<file path="src/rtl/imm_encoder.sv">
// Packs instruction fields and a signed immediate into RISC-V instruction words,
// flags immediates that do not fit the format, and queues results in a small FIFO.
module imm_encoder #(
  parameter int DEPTH = 2
) (
  input  logic        clk,
  input  logic        rst,
  input  logic        in_valid,
  output logic        in_ready,
  input  logic [2:0]  fmt,
  input  logic [6:0]  opcode,
  input  logic [4:0]  rd,
  input  logic [4:0]  rs1,
  input  logic [4:0]  rs2,
  input  logic [2:0]  funct3,
  input  logic [6:0]  funct7,
  input  logic [31:0] imm,
  output logic        out_valid,
  input  logic        out_ready,
  output logic [31:0] instr,
  output logic        range_err,
  output logic [15:0] err_count
);

  localparam int PW = (DEPTH > 1) ? $clog2(DEPTH) : 1;
  localparam int CW = $clog2(DEPTH + 1);

  function automatic logic all_same(input logic [31:0] v, input int lo);
    logic ones;
    logic zeros;
    ones  = 1'b1;
    zeros = 1'b1;
    for (int i = 0; i < 32; i++) begin
      if (i >= lo) begin
        ones  = ones & v[i];
        zeros = zeros & ~v[i];
      end
    end
    return ones | zeros;
  endfunction

  function automatic logic [31:0] encode(
    input logic [2:0]  f,
    input logic [6:0]  op,
    input logic [4:0]  d,
    input logic [4:0]  s1,
    input logic [4:0]  s2,
    input logic [2:0]  f3,
    input logic [6:0]  f7,
    input logic [31:0] v
  );
    logic [31:0] w;
    case (f)
      3'd0:    w = {v[11:0], s1, f3, d, op};
      3'd1:    w = {v[11:5], s2, s1, f3, v[4:0], op};
      3'd2:    w = {v[12], v[10:5], s2, s1, f3, v[4:1], v[11], op};
      3'd3:    w = {v[31:12], d, op};
      3'd4:    w = {v[20], v[10:1], v[11], v[19:12], d, op};
      3'd5:    w = {f7, s2, s1, f3, d, op};
      default: w = 32'h0;
    endcase
    return w;
  endfunction

  function automatic logic range_bad(input logic [2:0] f, input logic [31:0] v);
    logic e;
    case (f)
      3'd0, 3'd1: e = ~all_same(v, 11);
      3'd2:       e = v[0] | ~all_same(v, 12);
      3'd3:       e = |v[11:0];
      3'd4:       e = v[0] | ~all_same(v, 20);
      3'd5:       e = 1'b0;
      default:    e = 1'b1;
    endcase
    return e;
  endfunction

  logic [31:0] word_p0;
  logic        err_p0;
  logic        push;
  logic        pop;
  logic [32:0] mem [DEPTH];
  logic [PW-1:0] wptr;
  logic [PW-1:0] rptr;
  logic [CW-1:0] count;

  // Stage p0: combinational encode of the presented request
  assign word_p0 = encode(fmt, opcode, rd, rs1, rs2, funct3, funct7, imm);
  assign err_p0  = range_bad(fmt, imm);

  assign in_ready  = (count != CW'(DEPTH));
  assign out_valid = (count != '0);
  assign push      = in_valid && in_ready;
  assign pop       = out_valid && out_ready;
  assign instr     = mem[rptr][31:0];
  assign range_err = mem[rptr][32];

  // Stage p1: FIFO storage; reset also clears entries so the head reads zero
  always_ff @(posedge clk) begin
    if (rst) begin
      wptr      <= '0;
      rptr      <= '0;
      count     <= '0;
      err_count <= '0;
      for (int i = 0; i < DEPTH; i++) mem[i] <= '0;
    end else begin
      if (push) begin
        mem[wptr] <= {err_p0, word_p0};
        wptr      <= wptr + PW'(1);
        if (err_p0 && err_count != 16'hFFFF) err_count <= err_count + 16'd1;
      end
      if (pop) rptr <= rptr + PW'(1);
      if (push && !pop)      count <= count + CW'(1);
      else if (pop && !push) count <= count - CW'(1);
    end
  end

endmodule

</file>
<file path="config.mk">
export PLATFORM = sky130hd
export DESIGN_NAME = imm_encoder
export DESIGN_NICKNAME = d
export VERILOG_FILES = /design/src/rtl/imm_encoder.sv
export SDC_FILE = /design/constraint.sdc
export NUM_CORES = 1
export LEC_CHECK = 0
export BUFFER_PORTS_ARGS = -buffer_cell sky130_fd_sc_hd__buf_2
export CAP_MARGIN = 5
export CORE_ASPECT_RATIO = 1.75
export CORE_MARGIN = 5
export CORE_UTILIZATION = 53
export DETAILED_ROUTE_END_ITERATION = 8
export PLACE_DENSITY = 0.9
export SLEW_MARGIN = 5
export SYNTH_ARGS = -nofsm -noshare
export SYNTH_HDL_FRONTEND = slang
export SYNTH_SLANG_ARGS = --single-unit
</file>
<file path="constraint.sdc">
create_clock -name clk -period 3.1 [get_ports clk]
set_clock_uncertainty 0.2 [all_clocks]
set_input_delay 0.62 -clock clk [delete_from_list [all_inputs] [get_ports clk]]
set_output_delay 0.62 -clock clk [all_outputs]
set_load 0.005 [all_outputs]
</file>
Word-level counts from Yosys, hierarchy flattened
Memory sizes are Yosys's and may differ from the RTL's. A register that Yosys moved wholly into a read port is not among the register bits.
Index checks and enable logic that the tools add are counted.
{"block": "classes", "mux": 120, "n_eq_ne": 7, "n_bitwise": 129, "n_reduce_logical": 14, "n_addsub": 5}
{"operator": "case mux 32 bit (6 select lines)", "n": 1}
{"operator": "two-way mux 1 bit", "n": 115}
{"operator": "bitwise AND 1 bit", "n": 100}
{"operator": "two-way mux 33 bit", "n": 1}
{"operator": "OR reduction 33 bit", "n": 1}
{"operator": "NOT 1 bit", "n": 24}
{"operator": "adder 16 x 1 -> 16 bit (second input constant)", "n": 1}
{"operator": "!= test 16 bit (second input constant)", "n": 1}
{"operator": "OR reduction 12 bit", "n": 1}
{"operator": "equality test 3 x 2 -> 1 bit (second input constant)", "n": 2}
{"operator": "equality test 3 bit (second input constant)", "n": 2}
{"operator": "logical AND 1 bit", "n": 5}
{"operator": "OR 1 bit", "n": 5}
{"operator": "case mux 1 bit (5 select lines)", "n": 1}
{"operator": "two-way mux 2 bit", "n": 2}
{"operator": "nonzero test 2 bit", "n": 2}
{"operator": "equality test 3 x 1 -> 1 bit (second input constant)", "n": 1}
{"operator": "zero test 3 bit", "n": 1}
{"operator": "adder 1 bit (second input constant)", "n": 2}
{"operator": "adder 2 x 1 -> 2 bit (second input constant)", "n": 1}
{"operator": "zero test 1 bit", "n": 2}
{"operator": "!= test 2 bit (second input constant)", "n": 1}
{"operator": "AND reduction 2 bit", "n": 1}
{"operator": "OR reduction 2 bit", "n": 1}
{"operator": "subtractor 2 x 1 -> 2 bit (second input constant)", "n": 1}
{"block": "totals", "elab_cells": 280, "input_bits": 71, "register_bits": 20, "output_inout_bits": 51, "ramBits": 66, "n_memories": 1}
{"memory": "mem", "words": 2, "width": 33, "rd": 1, "rd_clocked_by_memory_dff": 1, "wr": 2, "line": "82", "text": "logic [32:0] mem [DEPTH];"}

Depth between registers and ports, before layout
{"block": "logic_depth", "depth_word": 48, "ltp_mapped": 8, "mapped_depth_nobuf": 7}

Worst setup path after synthesis
Ideal clock, no wire load.
{"block": "synth_path", "path_type": "in2reg", "from": "input in_valid", "to": "memory mem[0][0], enable pin", "path_slack_ns": 0.199, "t_required_ns": 2.470, "arrival_ns": 2.270, "setup_ns": 0.430, "path_stages": 2, "cell_sequence": "nand2_1 > o21bai_1"}
{"element": "from (decl)", "line": "8", "text": "input logic in_valid,"}
{"element": "to (decl)", "line": "82"}

Final worst setup path
{"block": "layout_path", "from": "input fmt[1]", "to": "register err_count[7]"}
{"block": "layout_via", "elab_chain_cells": 5, "elab_cells_between_ends": 10, "cone_classes": "eq/ne (5); mux (1); reduce/logical (4)"}
{"element": "from (decl)", "line": "10", "text": "input logic [2:0] fmt,"}
{"element": "equality test 3 x 1 -> 1 bit or zero test 3 bit (tied branches)", "line": "67", "text": "case (f)"}
{"element": "OR reduction 2 bit", "line": "67"}
{"element": "case mux 1 bit (5 select lines) (*)", "line": "67"}
{"element": "logical AND 1 bit (*)", "line": "110", "text": "if (err_p0 && err_count != 16'hFFFF) err_count <= err_count + 16'd1;"}
{"element": "AND reduction 2 bit (no line) (*)"}
{"element": "to (signal assigned)", "line": "110"}
{"element": "to (decl)", "line": "22", "text": "output logic [15:0] err_count"}
Mark *: on every way between the ends. The rest lies on a longest branch, timed or not.
A chain may end at the register's enable or synchronous reset.

==> metrics.txt <==
# TYPE chip_impl_metric gauge
chip_impl_metric{name="placedCellCount",unit=""} 670
chip_impl_info{name="min_delay_worst_type",value="flop to flop"} 1
chip_impl_info{name="hold_path_startpoint",value="rptr"} 1
chip_impl_metric{name="syn_to_final_growth",unit="%"} 22.84
chip_impl_metric{name="post_synth_simple_gate_area",unit="%"} 18.16
chip_impl_info{name="rr_startpoint",value="err_count[9]"} 1
chip_impl_metric{name="vias_per_cell",unit=""} 5.879
chip_impl_metric{name="std_cell_rows",unit=""} 45
chip_impl_metric{name="regToRegSetupSlack",unit="ps"} 730
chip_impl_metric{name="synth_sequential_area_ratio",unit="%"} 51.28
chip_impl_metric{name="clock_sinks",unit=""} 87
chip_impl_metric{name="maxSlewHeadroom",unit="%"} 32.57
chip_impl_metric{name="nFillCells",unit=""} 695
chip_impl_metric{name="r2r_cells",unit=""} 6
chip_impl_metric{name="floorplan.initialDensity",unit="%"} 54.03
chip_impl_metric{name="timing.hold.worst_path_depth",unit=""} 2
chip_impl_metric{name="wl_per_cell",unit="um"} 18.50
chip_impl_metric{name="period_minus_slack",unit="ps"} 2532
chip_impl_metric{name="design.final.nets",unit=""} 637
chip_impl_metric{name="floorplan_core_area",unit="um^2"} 8671
chip_impl_metric{name="critical_path_arrival",unit="ps"} 2560
chip_impl_metric{name="setup_viol_count_final",unit=""} 0
chip_impl_metric{name="diodes",unit=""} 0
chip_impl_metric{name="synth.cell_area",unit="um^2"} 4684
chip_impl_metric{name="achievable-frequency",unit="MHz"} 395.0
chip_impl_metric{name="multiInputGateArea",unit="um^2"} 2166
chip_impl_info{name="status",value="complete, no violations"} 1
chip_impl_metric{name="worst_setup_hold_path_clk_slew",unit="ps"} 60
chip_impl_metric{name="maxCapViolCount",unit=""} 0
chip_impl_metric{name="async_flop_share",unit="%"} 0
chip_impl_metric{name="final-instance-count-excl-fill",unit=""} 686
chip_impl_metric{name="firstDrtPassIters",unit=""} 5
chip_impl_metric{name="die_width",unit="um"} 81.07
chip_impl_metric{name="footprint_of_the_flip_flops_and_latches",unit="um^2"} 2402
chip_impl_info{name="crit_chain",value="buf_2, inv_1, o211ai_1, a32oi_4, a21oi_2, nand3_1, mux2_1"} 1
chip_impl_metric{name="synth.yosys.warnings",unit=""} 0
chip_impl_info{name="setup_repair_after_global_routing_missed_its_margin",value="false"} 1
chip_impl_metric{name="worst_ir_drop_vdd",unit="mV"} 0.4222
chip_impl_metric{name="critPathMaxStageDelay",unit="ps"} 470
chip_impl_metric{name="grt_pass1_vias",unit=""} 4029
chip_impl_info{name="setup.worst_path.start_class",value="input port"} 1
chip_impl_metric{name="synth_instances",unit=""} 448
chip_impl_info{name="clock-root-buffer",value="clkbuf_16"} 1
chip_impl_metric{name="timing.final.hold_violations",unit=""} 0
chip_impl_metric{name="yosys.cell_types.count",unit=""} 49
chip_impl_info{name="crit_start",value="fmt[1]"} 1
chip_impl_info{name="layout.cells.most_common",value="buf_2"} 1
chip_impl_metric{name="largest_net_degree_at_the_start_of_global_routing",unit=""} 34
chip_impl_metric{name="drt_iter0_markers",unit=""} 323
chip_impl_metric{name="fraction_of_the_mapped_netlist_area_in_compound_gates",unit="%"} 11.65
chip_impl_metric{name="worst-path-max-fanout",unit=""} 25
chip_impl_metric{name="area_enclosed_by_the_die_boundary",unit="um^2"} 10890
chip_impl_info{name="worst_setup_path_end_kind",value="flop"} 1
chip_impl_info{name="cts_tree",value="done"} 1
chip_impl_metric{name="synth_top_area_share",unit="%"} 42.31
chip_impl_metric{name="cts_inserted_buffers",unit=""} 9
chip_impl_metric{name="chipHeight",unit="um"} 134.4
chip_impl_metric{name="post_route_cells_drive_above_1_share",unit="%"} 33.74
chip_impl_info{name="critical_path_slowest_stage_cell",value="a21oi_2"} 1
chip_impl_metric{name="grt_antenna_before_repair",unit=""} 0
chip_impl_metric{name="cts_hold_buffers",unit=""} 0
chip_impl_metric{name="clock_tree.buffer_depth",unit=""} 2
chip_impl_metric{name="critical_path_required",unit="ps"} 3130
chip_impl_metric{name="remaining_drc_errors",unit=""} 0
chip_impl_metric{name="routed_wl",unit="um"} 12690
chip_impl_metric{name="post_cts_repair_setup_buffers",unit=""} 0
chip_impl_info{name="yosys.area.top_type",value="edfxtp_1"} 1
chip_impl_metric{name="power_total",unit="mW"} 3.558
chip_impl_info{name="post_synth_main_area_contributors",value="edfxtp_1, dfxtp_1, mux2_2"} 1
chip_impl_info{name="most_frequently_used_flop_master_after_synthesis",value="edfxtp_1"} 1
chip_impl_metric{name="final_period_util",unit="%"} 81.67
chip_impl_info{name="timing.hold.worst_endpoint",value="rptr"} 1
chip_impl_metric{name="grt_first_pass_wirelength",unit="um"} 19810
chip_impl_metric{name="p_per_area",unit="nW/um^2"} 618.4
chip_impl_metric{name="hpwlAfterDp",unit="um"} 9540
chip_impl_metric{name="cts.htree.levels",unit=""} 3
chip_impl_metric{name="hold-worst-slack",unit="ps"} 306.9
chip_impl_info{name="layout_common_cells",value="buf_2, nor2_1, edfxtp_1"} 1
chip_impl_metric{name="routed-via-count",unit=""} 4033
chip_impl_metric{name="timing.setup.tns",unit="ps"} 0
chip_impl_info{name="main_combinational_cell_family_by_area_after_synthesis",value="simple AND/OR/NAND/NOR gates"} 1
chip_impl_metric{name="p_leak",unit="nW"} 2.424
chip_impl_info{name="worst-setup-path-type",value="input port to flop"} 1
chip_impl_metric{name="ios",unit=""} 122
chip_impl_metric{name="grt_use_total",unit="%"} 24.30
chip_impl_metric{name="yosys.area_share.xor_xnor",unit="%"} 1.870
chip_impl_info{name="timing.rr.end",value="err_count[10]"} 1
chip_impl_metric{name="synth.mux.area_fraction",unit="%"} 13.54
chip_impl_metric{name="report.final.slew_viol_count",unit=""} 0
chip_impl_metric{name="final_util",unit="%"} 66.36
chip_impl_metric{name="ys_ff_latch",unit=""} 87
chip_impl_metric{name="worst-slew-pin-transition",unit="ps"} 1009
chip_impl_metric{name="synth_edf_count",unit=""} 66
chip_impl_metric{name="cts_repair_resized_insts",unit=""} 0
chip_impl_metric{name="synth_fa_ha_area_share",unit="%"} 0.7746
chip_impl_metric{name="overflow",unit=""} 0
chip_impl_metric{name="syn-num-nets",unit=""} 521
chip_impl_metric{name="clk_latency",unit="ps"} 340
chip_impl_metric{name="detail-route-antenna-nets",unit=""} 0
chip_impl_metric{name="synth.avg_cell_area",unit="um^2"} 10.46
chip_impl_metric{name="gp_congestion",unit=""} 0.9612
chip_impl_metric{name="portBuffers",unit=""} 121
==> routing by layer <==
metal	vias up	share of wire, %	track usage, %
met1	1865	36	26.23
met4	0	5.4	15.98
met2	221	52	41.72
met5	-	0	0
li1	1884	-	-
met3	63	6.8	4.973
==> cell families after synthesis <==
kind of cell | count (synthesis)
AO/OA/AOI/OAI | 75
buffers and inverters | 31
AND/OR/NAND/NOR | 184
multiplexers | 58
flip-flops | 87
adder cells (fa/ha/maj) | 3
XOR/XNOR | 10
==> worst max-delay path: cells and delay by family <==
family,cells,cell delay [ps]
compound gates,3,820
buf+inv,2,620
mux,1,330
simple gates,1,160
==> power by group <==
group | total (mW) | internal, mW | switching [mW]
Combinational | 0.906 | 0.420 | 0.486
Clock | 1.17 | 0.720 | 0.446
Sequential | 1.49 | 1.43 | 0.0592
Total | 3.56 | 2.57 | 0.992
==> worst max path at each step <==
stage	to	slack [ps]	depth (start not counted)
3_5_place_dp	err_count[5]	280	7
6_report	err_count[7]	570	7
5_1_grt	err_count[5]	440	7
2_1_floorplan	mem[0][0]	200	2
3_3_place_gp	err_count[5]	350	7
4_1_cts	err_count[5]	620	7
==> cell type report <==
cell class	instances	share of cell area, %
clock inverters	3	0.8045
well taps	117	2.544
repair buffers	131	12.05
multi-input cells	330	37.64
inverters	5	0.3262
clock buffers	13	4.892
flip-flops and latches	87	41.75
==> cells in the mapped netlist (all sizes together), types with 2 or more instances <==
library cell	number
a2111oi	3
a21o	2
a21oi	18
a22oi	17
and2	3
and3	8
and4	3
buf	7
clkbuf	19
dfxtp	21
edfxtp	66
ha	2
inv	5
mux2	40
mux2i	18
nand2	18
nand2b	4
nand3	10
nand4	9
nor2	103
nor2b	12
nor4	7
o211ai	2
o21ai	9
o221ai	6
o22a	8
o22ai	4
or3	4
xnor2	7
xor2	3
==> stage by stage <==
stage	area [um^2]	worst slack, ps
global route	5754	441.5
finish	5754	568.2
global placement	5426	348.6
detailed placement	5426	284.0
CTS	5754	619.5
floorplan	4684	199.5
==> sequential cells by signal, summed over array words and instances (netlist names), named ones only <==
signal and flops:
wptr 1, count 2, rptr 1, err_count 16, mem 66
No activity file was read; power rests on OpenSTA's default activity.
